`src/rtl/fc_fetch_unit.sv`:
```
// ---------------------------------------------------------------------------
// fc_fetch_unit
//   Instruction fetch stage for the FlexiCore datapath. It holds the PC and
//   issues one ROM read at a time. It registers the returned instruction and
//   presents it to decode over a valid/ready handshake. A branch redirect from
//   execute is taken only in the handshake cycle.
//
//   Ports
//     i_clk        clock, all state updates on posedge
//     i_rst        synchronous, active-high reset
//     i_en         run enable; fetch starts/continues only when 1
//     o_rom_req    ROM read request (registered)
//     o_rom_addr   ROM read address (registered, equals PC)
//     i_rom_vld    ROM data valid; completes the outstanding request
//     i_rom_data   ROM read data, sampled on o_rom_req & i_rom_vld
//     o_instr_vld  o_instr / o_instr_pc valid to decode (registered)
//     i_instr_rdy  decode accepts; handshake = o_instr_vld & i_instr_rdy
//     o_instr      fetched instruction (registered)
//     o_instr_pc   address o_instr was fetched from (registered)
//     i_br_taken   redirect, sampled only in the handshake cycle
//     i_br_tgt     redirect target, sampled with i_br_taken
// ---------------------------------------------------------------------------
module fc_fetch_unit #(
    parameter int unsigned     PC_W     = 7,
    parameter int unsigned     INSTR_W  = 8,
    parameter logic [PC_W-1:0] RESET_PC = '0
) (
    input  logic               i_clk,
    input  logic               i_rst,
    input  logic               i_en,
    output logic               o_rom_req,
    output logic [PC_W-1:0]    o_rom_addr,
    input  logic               i_rom_vld,
    input  logic [INSTR_W-1:0] i_rom_data,
    output logic               o_instr_vld,
    input  logic               i_instr_rdy,
    output logic [INSTR_W-1:0] o_instr,
    output logic [PC_W-1:0]    o_instr_pc,
    input  logic               i_br_taken,
    input  logic [PC_W-1:0]    i_br_tgt
);

    typedef enum logic [1:0] {
        S_IDLE = 2'd0,  // stopped, no request
        S_WAIT = 2'd1,  // request outstanding at r_pc
        S_HOLD = 2'd2   // instruction presented, waiting for decode
    } state_t;

    state_t               r_state;
    state_t               w_next_state;
    logic                 r_rom_req;
    logic                 r_instr_vld;
    logic [PC_W-1:0]      r_pc;
    logic [INSTR_W-1:0]   r_instr;
    logic [PC_W-1:0]      r_instr_pc;

    logic                 w_handshake;
    logic                 w_rom_done;
    logic [PC_W-1:0]      w_pc_inc;

    assign w_handshake = r_instr_vld & i_instr_rdy;
    // ROM_VLD outside WAIT (e.g. a late response after reset) is ignored.
    assign w_rom_done  = (r_state == S_WAIT) & i_rom_vld;
    // PC_W-bit incrementer; the carry is dropped so the PC wraps to 0.
    assign w_pc_inc    = r_pc + PC_W'(1);

    // -----------------------------------------------------------------------
    // Next-state logic
    // -----------------------------------------------------------------------
    always_comb begin
        // NOTE: default assigned first so every path drives w_next_state and
        // no latch is inferred.
        w_next_state = r_state;
        unique case (r_state)
            S_IDLE: if (i_en)       w_next_state = S_WAIT;
            // Dropping i_en while waiting does not abort the request.
            S_WAIT: if (i_rom_vld)  w_next_state = S_HOLD;
            S_HOLD: if (w_handshake) w_next_state = i_en ? S_WAIT : S_IDLE;
            default:                w_next_state = S_IDLE;
        endcase
    end

    // -----------------------------------------------------------------------
    // State and handshake flags. These are decoded from the next state so that
    // o_rom_req / o_instr_vld come straight from flops.
    // -----------------------------------------------------------------------
    always_ff @(posedge i_clk) begin
        // NOTE: reset is synchronous, so it is an ordinary highest-priority
        // branch inside the clocked block and is not in the sensitivity list.
        if (i_rst) begin
            // NOTE: sequential state uses non-blocking assignments so every
            // flop samples pre-edge values regardless of statement order.
            r_state     <= S_IDLE;
            r_rom_req   <= 1'b0;
            r_instr_vld <= 1'b0;
        end else begin
            r_state     <= w_next_state;
            r_rom_req   <= (w_next_state == S_WAIT);
            r_instr_vld <= (w_next_state == S_HOLD);
        end
    end

    // -----------------------------------------------------------------------
    // PC and instruction registers
    // -----------------------------------------------------------------------
    always_ff @(posedge i_clk) begin
        if (i_rst) begin
            r_pc       <= RESET_PC;
            r_instr    <= '0;
            r_instr_pc <= '0;
        end else if (w_rom_done) begin
            r_instr    <= i_rom_data;
            r_instr_pc <= r_pc;
            r_pc       <= w_pc_inc;
        end else if (w_handshake && i_br_taken) begin
            // A handshake only happens in HOLD, so it never coincides with
            // w_rom_done. Without a branch the PC already points past the
            // presented instruction.
            r_pc       <= i_br_tgt;
        end
    end

    assign o_rom_req   = r_rom_req;
    assign o_rom_addr  = r_pc;
    assign o_instr_vld = r_instr_vld;
    assign o_instr     = r_instr;
    assign o_instr_pc  = r_instr_pc;

endmodule

```
`config.mk`:
```
export PLATFORM = sky130hd
export DESIGN_NAME = fc_fetch_unit
export DESIGN_NICKNAME = d
export VERILOG_FILES = /design/src/rtl/fc_fetch_unit.sv
export SDC_FILE = /design/constraint.sdc
export NUM_CORES = 1
export LEC_CHECK = 0
export ABC_AREA = 0
export BUFFER_PORTS_ARGS = -buffer_cell sky130_fd_sc_hd__buf_2
export CORE_ASPECT_RATIO = 1.5
export CORE_MARGIN = 8
export CORE_UTILIZATION = 48
export CTS_BUF_LIST = sky130_fd_sc_hd__clkbuf_8
export CTS_CLUSTER_DIAMETER = 120
export DETAILED_ROUTE_END_ITERATION = 12
export GPL_TIMING_DRIVEN = 1
export PLACE_DENSITY = 0.8
export REMOVE_ABC_BUFFERS = 1
export SLEW_MARGIN = 20
export SYNTH_ARGS = -nofsm -noshare
export SYNTH_HDL_FRONTEND = slang
export SYNTH_SLANG_ARGS = --single-unit
```
`constraint.sdc`:
```
create_clock -name i_clk -period 1.4 [get_ports i_clk]
set_input_delay 0.21 -clock i_clk [delete_from_list [all_inputs] [get_ports i_clk]]
set_output_delay 0.21 -clock i_clk [all_outputs]
set_load 0.02 [all_outputs]
```
======== Yosys cells after proc, flatten, opt, wreduce, memory -nomap -nowiden ========
Index checks and enable logic that the tools add are counted.
operators by class
  add/sub/neg operators ................... 1
  equality and inequality tests ........... 4
  muxes and demuxes ....................... 7
  bitwise gates (word level) .............. 2
  reductions and logical operators ........ 3
operators by type and width
  cell                                            number
  two-way mux 7 bit                               2
  adder 7 x 1 -> 7 bit (second input constant)    1
  two-way mux 2 bit                               3
  one-hot mux 2 bit (3 select lines)              1
  == test 2 x 1 -> 1 bit (second input constant)  2
  == test 2 bit (second input constant)           2
  AND 1 bit                                       2
  logical NOT 2 bit                               1
  nonzero test 2 bit                              1
  logical AND 1 bit                               1
  two-way mux 1 bit                               1
storage, ports and cells
  register bits ........................... 26
  input port bits ......................... 21
  output and inout bits ................... 24

======== Depth between registers and ports, before layout ========
Gate-level depths: netlist of the first run.
  word-level depth ........................ 4
  depth in mapped cells ................... 6

======== Worst setup path before layout of the first run ========
Ideal clock, no wire load.
  path kind ............................... register to register
  from .................................... register r_pc[0] (netlist: o_rom_addr[0])
  to ...................................... register r_pc[6] (netlist: o_rom_addr[6])
  setup time .............................. 0.128 ns
  data arrival time ....................... 1.252 ns
  required time ........................... 1.272 ns
  slack ................................... 0.020 ns
  cell stages (with the launch flop) ...... 6
  cell sequence ........................... dfxtp_1 > ha_1 > and3_1 > a31oi_1 > o21ai_0 > a31oi_1
between the ends
  word-level cells in the longest chain between the ends .. 2
RTL lines
  element                   line  text
  start: declaration        53    logic [PC_W-1:0] r_pc;
  start signal: assignment  114   r_pc <= w_pc_inc;
  start signal: assignment  119   r_pc <= i_br_tgt;
  adder 7 x 1 -> 7 bit      65    assign w_pc_inc = r_pc + PC_W'(1);
  two-way mux 7 bit         111   end else if (w_rom_done) begin
Every way passes these cells.
A chain may end at the register's enable or synchronous reset.

======== Worst setup path after layout of the first run ========
  from .................................... register r_state[0]
  to ...................................... register r_pc[0] (netlist: o_rom_addr[0])
between the ends
  word-level cells in the longest chain between the ends .. 3
  elaborated cells on any way between the ends .. 4
  classes of those cells .................. eq/ne: 1; mux: 1; bitwise: 1; reduce/logical: 1
RTL lines
  element                                                  line  text
  start: declaration                                       49    state_t r_state;
  start signal: assignment                                 97    r_state <= w_next_state;
  == test 2 x 1 -> 1 bit *                                 63    assign w_rom_done = (r_state == S_WAIT) & i_rom_vld;
  AND 1 bit *                                              63
  two-way mux 7 bit or nonzero test 2 bit (tied branches)  n/a
Mark *: on every way between the ends. The rest lies on a longest branch, timed or not.

==> run_summary.xml, run 1 <==
<?xml version="1.0" encoding="UTF-8"?>
<metrics>
  <group name="drt">
    <metric name="postRouteAntennaNets" unit="">0</metric>
    <metric name="post-route-drc-count" unit="">0</metric>
    <metric name="wirelength" unit="mm">2.72</metric>
    <metric name="detail_route.iter0.violations" unit="">18</metric>
    <metric name="via_per_inst" unit="">5.31</metric>
    <metric name="route.detailed.wl_per_inst" unit="um">13.3</metric>
    <metric name="route.vias.total" unit="">1084</metric>
    <metric name="drt-pass1-iter-count" unit="">4</metric>
  </group>
  <group name="synth">
    <metric name="synth.top_cell.area_share" unit="%">48.1</metric>
    <metric name="synthFlopType" unit="">sky130_fd_sc_hd__dfxtp_1</metric>
    <metric name="synthesis.yosys.warnings" unit="">0</metric>
    <metric name="most_instantiated_library_cell_after_synthesis" unit="">sky130_fd_sc_hd__nand2_1</metric>
    <metric name="avg_inst_size_synth" unit="sq um">8.25</metric>
    <metric name="synth_top_area_cell" unit="">sky130_fd_sc_hd__dfxtp_1</metric>
    <metric name="netlist_instances" unit="">131</metric>
    <metric name="synth_enable_flop_cells" unit="">0</metric>
    <metric name="ys_seq_area_share" unit="%">48.1</metric>
    <metric name="synth.area.top_cells" unit="">sky130_fd_sc_hd__dfxtp_1 (48%), sky130_fd_sc_hd__nand2_1 (12%), sky130_fd_sc_hd__a21oi_1 (12%), sky130_fd_sc_hd__buf_6 (3.1%), sky130_fd_sc_hd__nor2_1 (2.8%)</metric>
    <metric name="syn_area" unit="sq um">1080</metric>
    <metric name="synth_async_sr_flop_share" unit="%">0</metric>
    <metric name="synth_seq_cells" unit="">26</metric>
    <metric name="synth_top_cells_by_count" unit="">sky130_fd_sc_hd__nand2_1 (34), sky130_fd_sc_hd__dfxtp_1 (26), sky130_fd_sc_hd__a21oi_1 (25)</metric>
    <metric name="netlist-cell-type-count" unit="">29</metric>
  </group>
  <group name="placed_design">
    <metric name="numPortBuffers" unit="">44</metric>
    <metric name="hpwl_detailed" unit="mm">2.14</metric>
    <metric name="dp.cells" unit="">199</metric>
    <metric name="globalplace.congestion" unit="">0.810</metric>
    <metric name="dpl_cell_area" unit="sq um">1340</metric>
  </group>
  <group name="floorplanning">
    <metric name="floorplan.die.height" unit="um">74.1</metric>
    <metric name="dieWidth" unit="um">54.8</metric>
    <metric name="start_util" unit="%">49.6</metric>
    <metric name="core_region_area" unit="sq um">2180</metric>
    <metric name="dieArea" unit="sq um">4060</metric>
    <metric name="io-pin-count" unit="">45</metric>
    <metric name="fp-row-count" unit="">21</metric>
  </group>
  <group name="sta">
    <metric name="max_slew_margin" unit="%">70.8</metric>
    <metric name="finClkSkew" unit="ns">0.00467</metric>
    <metric name="fin_tns_setup" unit="ns">0</metric>
    <metric name="tightestPinTransition" unit="ns">0.438</metric>
    <metric name="timing.final.hold_violations" unit="">0</metric>
    <metric name="fmax" unit="MHz">787</metric>
    <metric name="final_cycle_utilization_of_the_critical_path" unit="%">90.7</metric>
    <metric name="setup_violations" unit="">0</metric>
    <metric name="report.final.slew_viol_count" unit="">0</metric>
    <metric name="unrepaired_setup_endpoints_after_global_routing" unit="">no</metric>
    <metric name="layout_min_cycle_time" unit="ns">1.27</metric>
  </group>
  <group name="status">
    <metric name="outcome" unit="">completed</metric>
  </group>
  <group name="cts">
    <metric name="cts_sinks" unit="">26</metric>
    <metric name="clk-insertion-delay-late" unit="ns">0.27</metric>
    <metric name="cts.hold.buffers_added" unit="">0</metric>
    <metric name="max-clock-path-buffers" unit="">2</metric>
    <metric name="ctsRootBufferMaster" unit="">sky130_fd_sc_hd__clkbuf_8</metric>
    <metric name="tritoncts_clock_tree" unit="">done</metric>
    <metric name="cts_buffers" unit="">3</metric>
    <metric name="cts_max_level" unit="">1</metric>
    <metric name="clk_pin_slew" unit="ns">0.09</metric>
  </group>
  <group name="flow_run">
    <metric name="timing.max_cap.violations" unit="">0</metric>
  </group>
  <group name="final_layout">
    <metric name="final_layout_size_suffix_gt1_share" unit="%">34.3</metric>
    <metric name="insertedDiodeCount" unit="">0</metric>
    <metric name="final_standard_cell_utilization_of_the_core" unit="%">65.1</metric>
    <metric name="area_delta_synth_final" unit="%">31.2</metric>
    <metric name="layout.cells.non_filler" unit="">204</metric>
    <metric name="layout.nets" unit="">204</metric>
    <metric name="final_design_area_no_fill" unit="sq um">1420</metric>
  </group>
  <group name="critical_path">
    <metric name="worst_setup_path_start_kind" unit="">flop</metric>
    <metric name="critical_path.slowest_cell" unit="">sky130_fd_sc_hd__dfxtp_1</metric>
    <metric name="critical_path.cell_chain" unit="">and3b_1 -&gt; nor2_4 -&gt; a221oi_2 -&gt; nor2_1</metric>
    <metric name="critPathBufInv" unit="">0</metric>
    <metric name="worstSetupEndpointType" unit="">flop</metric>
    <metric name="regToRegEndpoint" unit="">o_rom_addr[0]$_SDFFE_PP0P_</metric>
    <metric name="timing.critical_path.max_delay_family" unit="">simple AND/OR/NAND/NOR gates</metric>
    <metric name="crit_path_max_incr_delay" unit="ns">0.39</metric>
    <metric name="worst-path-max-fanout" unit="">6</metric>
    <metric name="critical_path_class" unit="">flop to flop</metric>
    <metric name="ff2ff_setup_slack" unit="ns">0.13</metric>
    <metric name="timing.reg2reg.worst_path_depth" unit="">4</metric>
    <metric name="worst_r2r_src" unit="">r_state[0]$_SDFF_PP0_</metric>
    <metric name="arrival" unit="ns">1.41</metric>
    <metric name="cp.required" unit="ns">1.54</metric>
  </group>
  <group name="global_route">
    <metric name="grt_usage" unit="%">13.7</metric>
    <metric name="global_route_congestion_overflow_total" unit="">0</metric>
    <metric name="number_of_antenna_violations_at_the_first_check_in_global_routing" unit="">0</metric>
    <metric name="grt_first_pass_wirelength" unit="mm">4.38</metric>
    <metric name="grt_max_degree" unit="">27</metric>
    <metric name="number_of_global_route_vias_before_repair" unit="">1036</metric>
  </group>
  <group name="pwr">
    <metric name="worst_ir_drop_vdd" unit="mV">0.886</metric>
    <metric name="clock_power_share" unit="%">38.4</metric>
    <metric name="power_switching_share" unit="%">22.0</metric>
    <metric name="switchingPower" unit="mW">0.347</metric>
    <metric name="p_per_area" unit="nW/um^2">1110</metric>
    <metric name="power_report.internal_total" unit="mW">1.23</metric>
    <metric name="sequential_share_of_power" unit="%">49.5</metric>
    <metric name="power.combinational.fraction" unit="%">12.1</metric>
    <metric name="leakage_component_of_the_power" unit="nW">0.634</metric>
  </group>
  <group name="hold_path">
    <metric name="whs_path_depth" unit="">3</metric>
    <metric name="hold_end" unit="">o_instr[0]$_SDFFE_PP0P_</metric>
    <metric name="timing.hold.worst.class" unit="">input pin to flop</metric>
    <metric name="worst_hold_path_startpoint" unit="">i_rom_data[0]</metric>
  </group>
</metrics>
per-stage QoR:
stage / hold slack [ns] / total power [mW] / setup WS, ns
after CTS: 0.167 / 1.58 / 0.0712
after global placement: 0.440 / 0.977 / 0.194
after detailed placement: 0.450 / 0.984 / 0.123
after global routing: 0.177 / 1.64 / 0.0389
after floorplan: 0.279 / 0.887 / -0.251
final: 0.168 / 1.57 / 0.130
what timing repair did:
item	in CTS	in global routing
resized for setup	0	0
setup buffers	0	1
endpoints found under the setup margin	0	3
routing by layer:
layer | global-route usage (%) | wire length [um] | vias up | part of all wire (%)
li1 | - | - | 546 | -
met1 | 14.9 | 1060 | 494 | 39
met2 | 24.7 | 1460 | 38 | 53
met3 | 2.80 | 166 | 6 | 6.1
met4 | 4.67 | 40 | 0 | 1.5
met5 | 0 | 0 | - | 0
cells by family (layout without fill, tap and decap cells):
kind of cell	after synthesis	count (layout)	share of synthesized area (%)
AO/OA/AOI/OAI	36	36	18.9
adder cells (fa/ha/maj)	1	1	1.16
buffers and inverters	9	59	5.67
flip-flops	26	26	48.1
multiplexers	1	1	1.04
AND/OR/NAND/NOR	58	58	25.1
registers in the layout (all words and copies together) (netlist names):
signal       flops
o_rom_addr       7
r_state          2
o_rom_req        1
o_instr_vld      1
o_instr_pc       7
o_instr          8
worst register-to-register path: stages, from the launching register on:
cell and delay (ns):
sky130_fd_sc_hd__dfxtp_1 0.39, sky130_fd_sc_hd__and3b_1 0.32, sky130_fd_sc_hd__nor2_4 0.10, sky130_fd_sc_hd__a221oi_2 0.27, sky130_fd_sc_hd__nor2_1 0.06
power by group through the flow:
stage	sequential (mW)	clock [mW]	combinational, mW
6_report	0.778	0.604	0.190
5_1_grt	0.782	0.645	0.210
4_1_cts	0.779	0.617	0.190
3_5_place_dp	0.796	0	0.188
3_3_place_gp	0.794	0	0.183
2_1_floorplan	0.823	0	0.0640
cell usage in the layout, fill, tap and decap left out, types with 2 or more instances in the layout:
| master | count |
|---|---|
| sky130_fd_sc_hd__buf_4 | 10 |
| sky130_fd_sc_hd__o21ai_0 | 5 |
| sky130_fd_sc_hd__a31oi_1 | 2 |
| sky130_fd_sc_hd__a21oi_1 | 25 |
| sky130_fd_sc_hd__nor2_1 | 8 |
| sky130_fd_sc_hd__nand4_1 | 2 |
| sky130_fd_sc_hd__dfxtp_1 | 26 |
| sky130_fd_sc_hd__nand2_1 | 34 |
| sky130_fd_sc_hd__nand3b_1 | 2 |
| sky130_fd_sc_hd__buf_2 | 44 |
| sky130_fd_sc_hd__nor3b_1 | 2 |
| sky130_fd_sc_hd__clkbuf_8 | 3 |
| sky130_fd_sc_hd__nand3_1 | 3 |
worst max path at each step:
stage / from / to / slack, ns / depth (start not counted)
2_1_floorplan: r_state[1]$_SDFF_PP0_ / o_rom_addr[0]$_SDFFE_PP0P_ / -0.25 / 4
3_3_place_gp: r_state[0]$_SDFF_PP0_ / o_rom_addr[0]$_SDFFE_PP0P_ / 0.19 / 4
3_5_place_dp: r_state[0]$_SDFF_PP0_ / o_rom_addr[2]$_SDFFE_PP0P_ / 0.12 / 5
4_1_cts: r_state[0]$_SDFF_PP0_ / o_rom_addr[2]$_SDFFE_PP0P_ / 0.07 / 5
5_1_grt: r_state[0]$_SDFF_PP0_ / o_rom_addr[2]$_SDFFE_PP0P_ / 0.04 / 5
6_report: r_state[0]$_SDFF_PP0_ / o_rom_addr[0]$_SDFFE_PP0P_ / 0.13 / 4
final cells by class:
| class | count | area (sq um) |
|---|---|---|
| clock buffer | 3 | 41.3 |
| inverter | 1 | 3.75 |
| tap | 23 | 28.8 |
| clock inverter | 1 | 30.0 |
| sequential | 26 | 520 |
| timing repair buffer | 54 | 295 |
| fill | 189 | 762 |
| multi-input combinational | 96 | 499 |
Power figures use the tool's default switching activity.
==> inputs of run 2 (changes only) <==
--- a/config.mk
+++ b/config.mk
@@ -14,6 +14,7 @@
 export CTS_CLUSTER_DIAMETER = 120
 export DETAILED_ROUTE_END_ITERATION = 12
 export GPL_TIMING_DRIVEN = 1
+export MAX_ROUTING_LAYER = met4
 export PLACE_DENSITY = 0.8
 export REMOVE_ABC_BUFFERS = 1
 export SLEW_MARGIN = 20
==> run 2 against run 1 <==
Sequential power barely moved. Critical path depth is the same. Final area unchanged. Non-clock buffer count stayed put. Global-route usage up 0.45 points. Clock-buffer cell count did not move. Maximum frequency decreased by 0.80%. Clock power about the same. First-iteration DRC count rose by 39%. Flip-flop and latch count unchanged. Register-to-register slack about the same.
==> run_summary.xml, run 2 (same netlist as run 1, synthesis figures left out) <==
<?xml version="1.0" encoding="UTF-8"?>
<metrics>
  <group name="final_layout">
    <metric name="most_common_library_cell_in_the_layout_ignoring_fill_and_taps" unit="">sky130_fd_sc_hd__buf_2</metric>
    <metric name="area_delta_synth_final" unit="%">31.2</metric>
    <metric name="final_standard_cell_utilization_of_the_core" unit="%">65.1</metric>
    <metric name="largest_register_ffs" unit="">8</metric>
    <metric name="final_design_area_no_fill" unit="sq um">1420</metric>
    <metric name="leading_cell_types_in_the_layout_fill_and_taps_excluded" unit="">sky130_fd_sc_hd__buf_2 (44), sky130_fd_sc_hd__nand2_1 (34), sky130_fd_sc_hd__dfxtp_1 (26)</metric>
    <metric name="insertedDiodeCount" unit="">0</metric>
    <metric name="layout.cells.non_filler" unit="">204</metric>
    <metric name="final_layout_size_suffix_gt1_share" unit="%">34.3</metric>
    <metric name="layout.nets" unit="">204</metric>
  </group>
  <group name="floorplanning">
    <metric name="start_util" unit="%">49.6</metric>
    <metric name="io-pin-count" unit="">45</metric>
    <metric name="dieArea" unit="sq um">4060</metric>
    <metric name="floorplan.die.height" unit="um">74.1</metric>
    <metric name="fp-row-count" unit="">21</metric>
    <metric name="core_region_area" unit="sq um">2180</metric>
    <metric name="dieWidth" unit="um">54.8</metric>
  </group>
  <group name="sta">
    <metric name="setup_slack" unit="ns">0.119</metric>
    <metric name="unrepaired_setup_endpoints_after_global_routing" unit="">no</metric>
    <metric name="report.final.slew_viol_count" unit="">0</metric>
    <metric name="setup_violations" unit="">0</metric>
    <metric name="fmax" unit="MHz">781</metric>
    <metric name="timing.final.hold_violations" unit="">0</metric>
    <metric name="layout_min_cycle_time" unit="ns">1.28</metric>
    <metric name="finalHoldWorstSlack" unit="ns">0.169</metric>
    <metric name="finClkSkew" unit="ns">0.00421</metric>
    <metric name="final_cycle_utilization_of_the_critical_path" unit="%">91.5</metric>
    <metric name="fin_tns_setup" unit="ns">0</metric>
    <metric name="tightestPinTransition" unit="ns">0.442</metric>
    <metric name="max_slew_margin" unit="%">70.5</metric>
  </group>
  <group name="status">
    <metric name="outcome" unit="">completed</metric>
  </group>
  <group name="global_route">
    <metric name="number_of_global_route_vias_before_repair" unit="">1031</metric>
    <metric name="number_of_antenna_violations_at_the_first_check_in_global_routing" unit="">0</metric>
    <metric name="global_route_congestion_overflow_total" unit="">0</metric>
    <metric name="grt_first_pass_wirelength" unit="mm">4.42</metric>
    <metric name="grt_usage" unit="%">14.2</metric>
    <metric name="grt_max_degree" unit="">27</metric>
  </group>
  <group name="placed_design">
    <metric name="dpl_cell_area" unit="sq um">1340</metric>
    <metric name="hpwl_detailed" unit="mm">2.14</metric>
    <metric name="globalplace.congestion" unit="">0.822</metric>
    <metric name="numPortBuffers" unit="">44</metric>
    <metric name="pre_cts_ws" unit="ns">0.123</metric>
    <metric name="dp.cells" unit="">199</metric>
  </group>
  <group name="hold_path">
    <metric name="timing.hold.worst.class" unit="">input pin to flop</metric>
  </group>
  <group name="pwr">
    <metric name="design_power_total" unit="mW">1.57</metric>
    <metric name="p_per_area" unit="nW/um^2">1110</metric>
    <metric name="worst_ir_drop_vdd" unit="mV">0.883</metric>
    <metric name="leakage_component_of_the_power" unit="nW">0.634</metric>
  </group>
  <group name="cts">
    <metric name="post_cts_repair_resize_count" unit="">0</metric>
    <metric name="ctsRootBufferMaster" unit="">sky130_fd_sc_hd__clkbuf_8</metric>
    <metric name="cts_buffers" unit="">3</metric>
    <metric name="clk_pin_slew" unit="ns">0.09</metric>
    <metric name="clk-insertion-delay-late" unit="ns">0.27</metric>
    <metric name="cts.hold.buffers_added" unit="">0</metric>
    <metric name="max-clock-path-buffers" unit="">2</metric>
    <metric name="cts_max_level" unit="">1</metric>
    <metric name="tritoncts_clock_tree" unit="">done</metric>
    <metric name="cts_sinks" unit="">26</metric>
  </group>
  <group name="critical_path">
    <metric name="cp.required" unit="ns">1.54</metric>
    <metric name="worstSetupEndpointType" unit="">flop</metric>
    <metric name="critical_path_class" unit="">flop to flop</metric>
    <metric name="worst-path-max-fanout" unit="">6</metric>
    <metric name="worst_setup_path_start_kind" unit="">flop</metric>
    <metric name="arrival" unit="ns">1.42</metric>
  </group>
  <group name="drt">
    <metric name="post-route-drc-count" unit="">0</metric>
    <metric name="via_per_inst" unit="">5.35</metric>
    <metric name="route.detailed.wl_per_inst" unit="um">13.5</metric>
    <metric name="detail_route.iter0.violations" unit="">25</metric>
    <metric name="drt-pass1-iter-count" unit="">4</metric>
    <metric name="wirelength" unit="mm">2.75</metric>
    <metric name="postRouteAntennaNets" unit="">0</metric>
    <metric name="route.vias.total" unit="">1091</metric>
  </group>
  <group name="flow_run">
    <metric name="timing.max_cap.violations" unit="">0</metric>
  </group>
</metrics>
run 2: area by class of cell:
class	instances	area, sq um
Clock buffer	3	41.3
Clock inverter	1	30.0
Fill cell	189	762
Inverter	1	3.75
Multi-Input combinational cell	96	499
Sequential cell	26	520
Tap cell	23	28.8
Timing Repair Buffer	54	295
run 2: metal layers:
metal / part of all wire [%] / global-route usage (%) / wire (um) / vias to the layer above
met5: 0 / - / 0 / -
met4: 1.5 / 4.67 / 40 / 0
met3: 4.4 / 2.00 / 122 / 6
met2: 53 / 24.8 / 1460 / 32
met1: 41 / 15.5 / 1130 / 507
li1: - / - / - / 546
run 2: path summary, 6_finish.rpt:
check	startpoint	endpoint	slack [ns]	depth (start not counted)
max reg2reg	r_state[0]$_SDFF_PP0_	o_rom_addr[0]$_SDFFE_PP0P_	0.12	4
max	r_state[0]$_SDFF_PP0_	o_rom_addr[0]$_SDFFE_PP0P_	0.12	4
min	i_rom_data[0]	o_instr[0]$_SDFFE_PP0P_	0.17	3
min reg2reg	o_instr[0]$_SDFFE_PP0P_	o_instr[0]$_SDFFE_PP0P_	0.46	2
run 2: repair_timing:
action	CTS	global route
buffers inserted	0	1
endpoints found under the setup margin	0	3
endpoints found under the hold margin	0	0
run 2: report_power, final:
part           switching (mW)  internal (mW)
registers              0.0151          0.763
clock network           0.221          0.382
logic                   0.110         0.0806
run 2: worst max-delay path: stages (launching register included):
cell                       delay (ns)
sky130_fd_sc_hd__dfxtp_1         0.39
sky130_fd_sc_hd__and3b_1         0.33
sky130_fd_sc_hd__nor2_4          0.10
sky130_fd_sc_hd__a221oi_2        0.27
sky130_fd_sc_hd__nor2_1          0.06
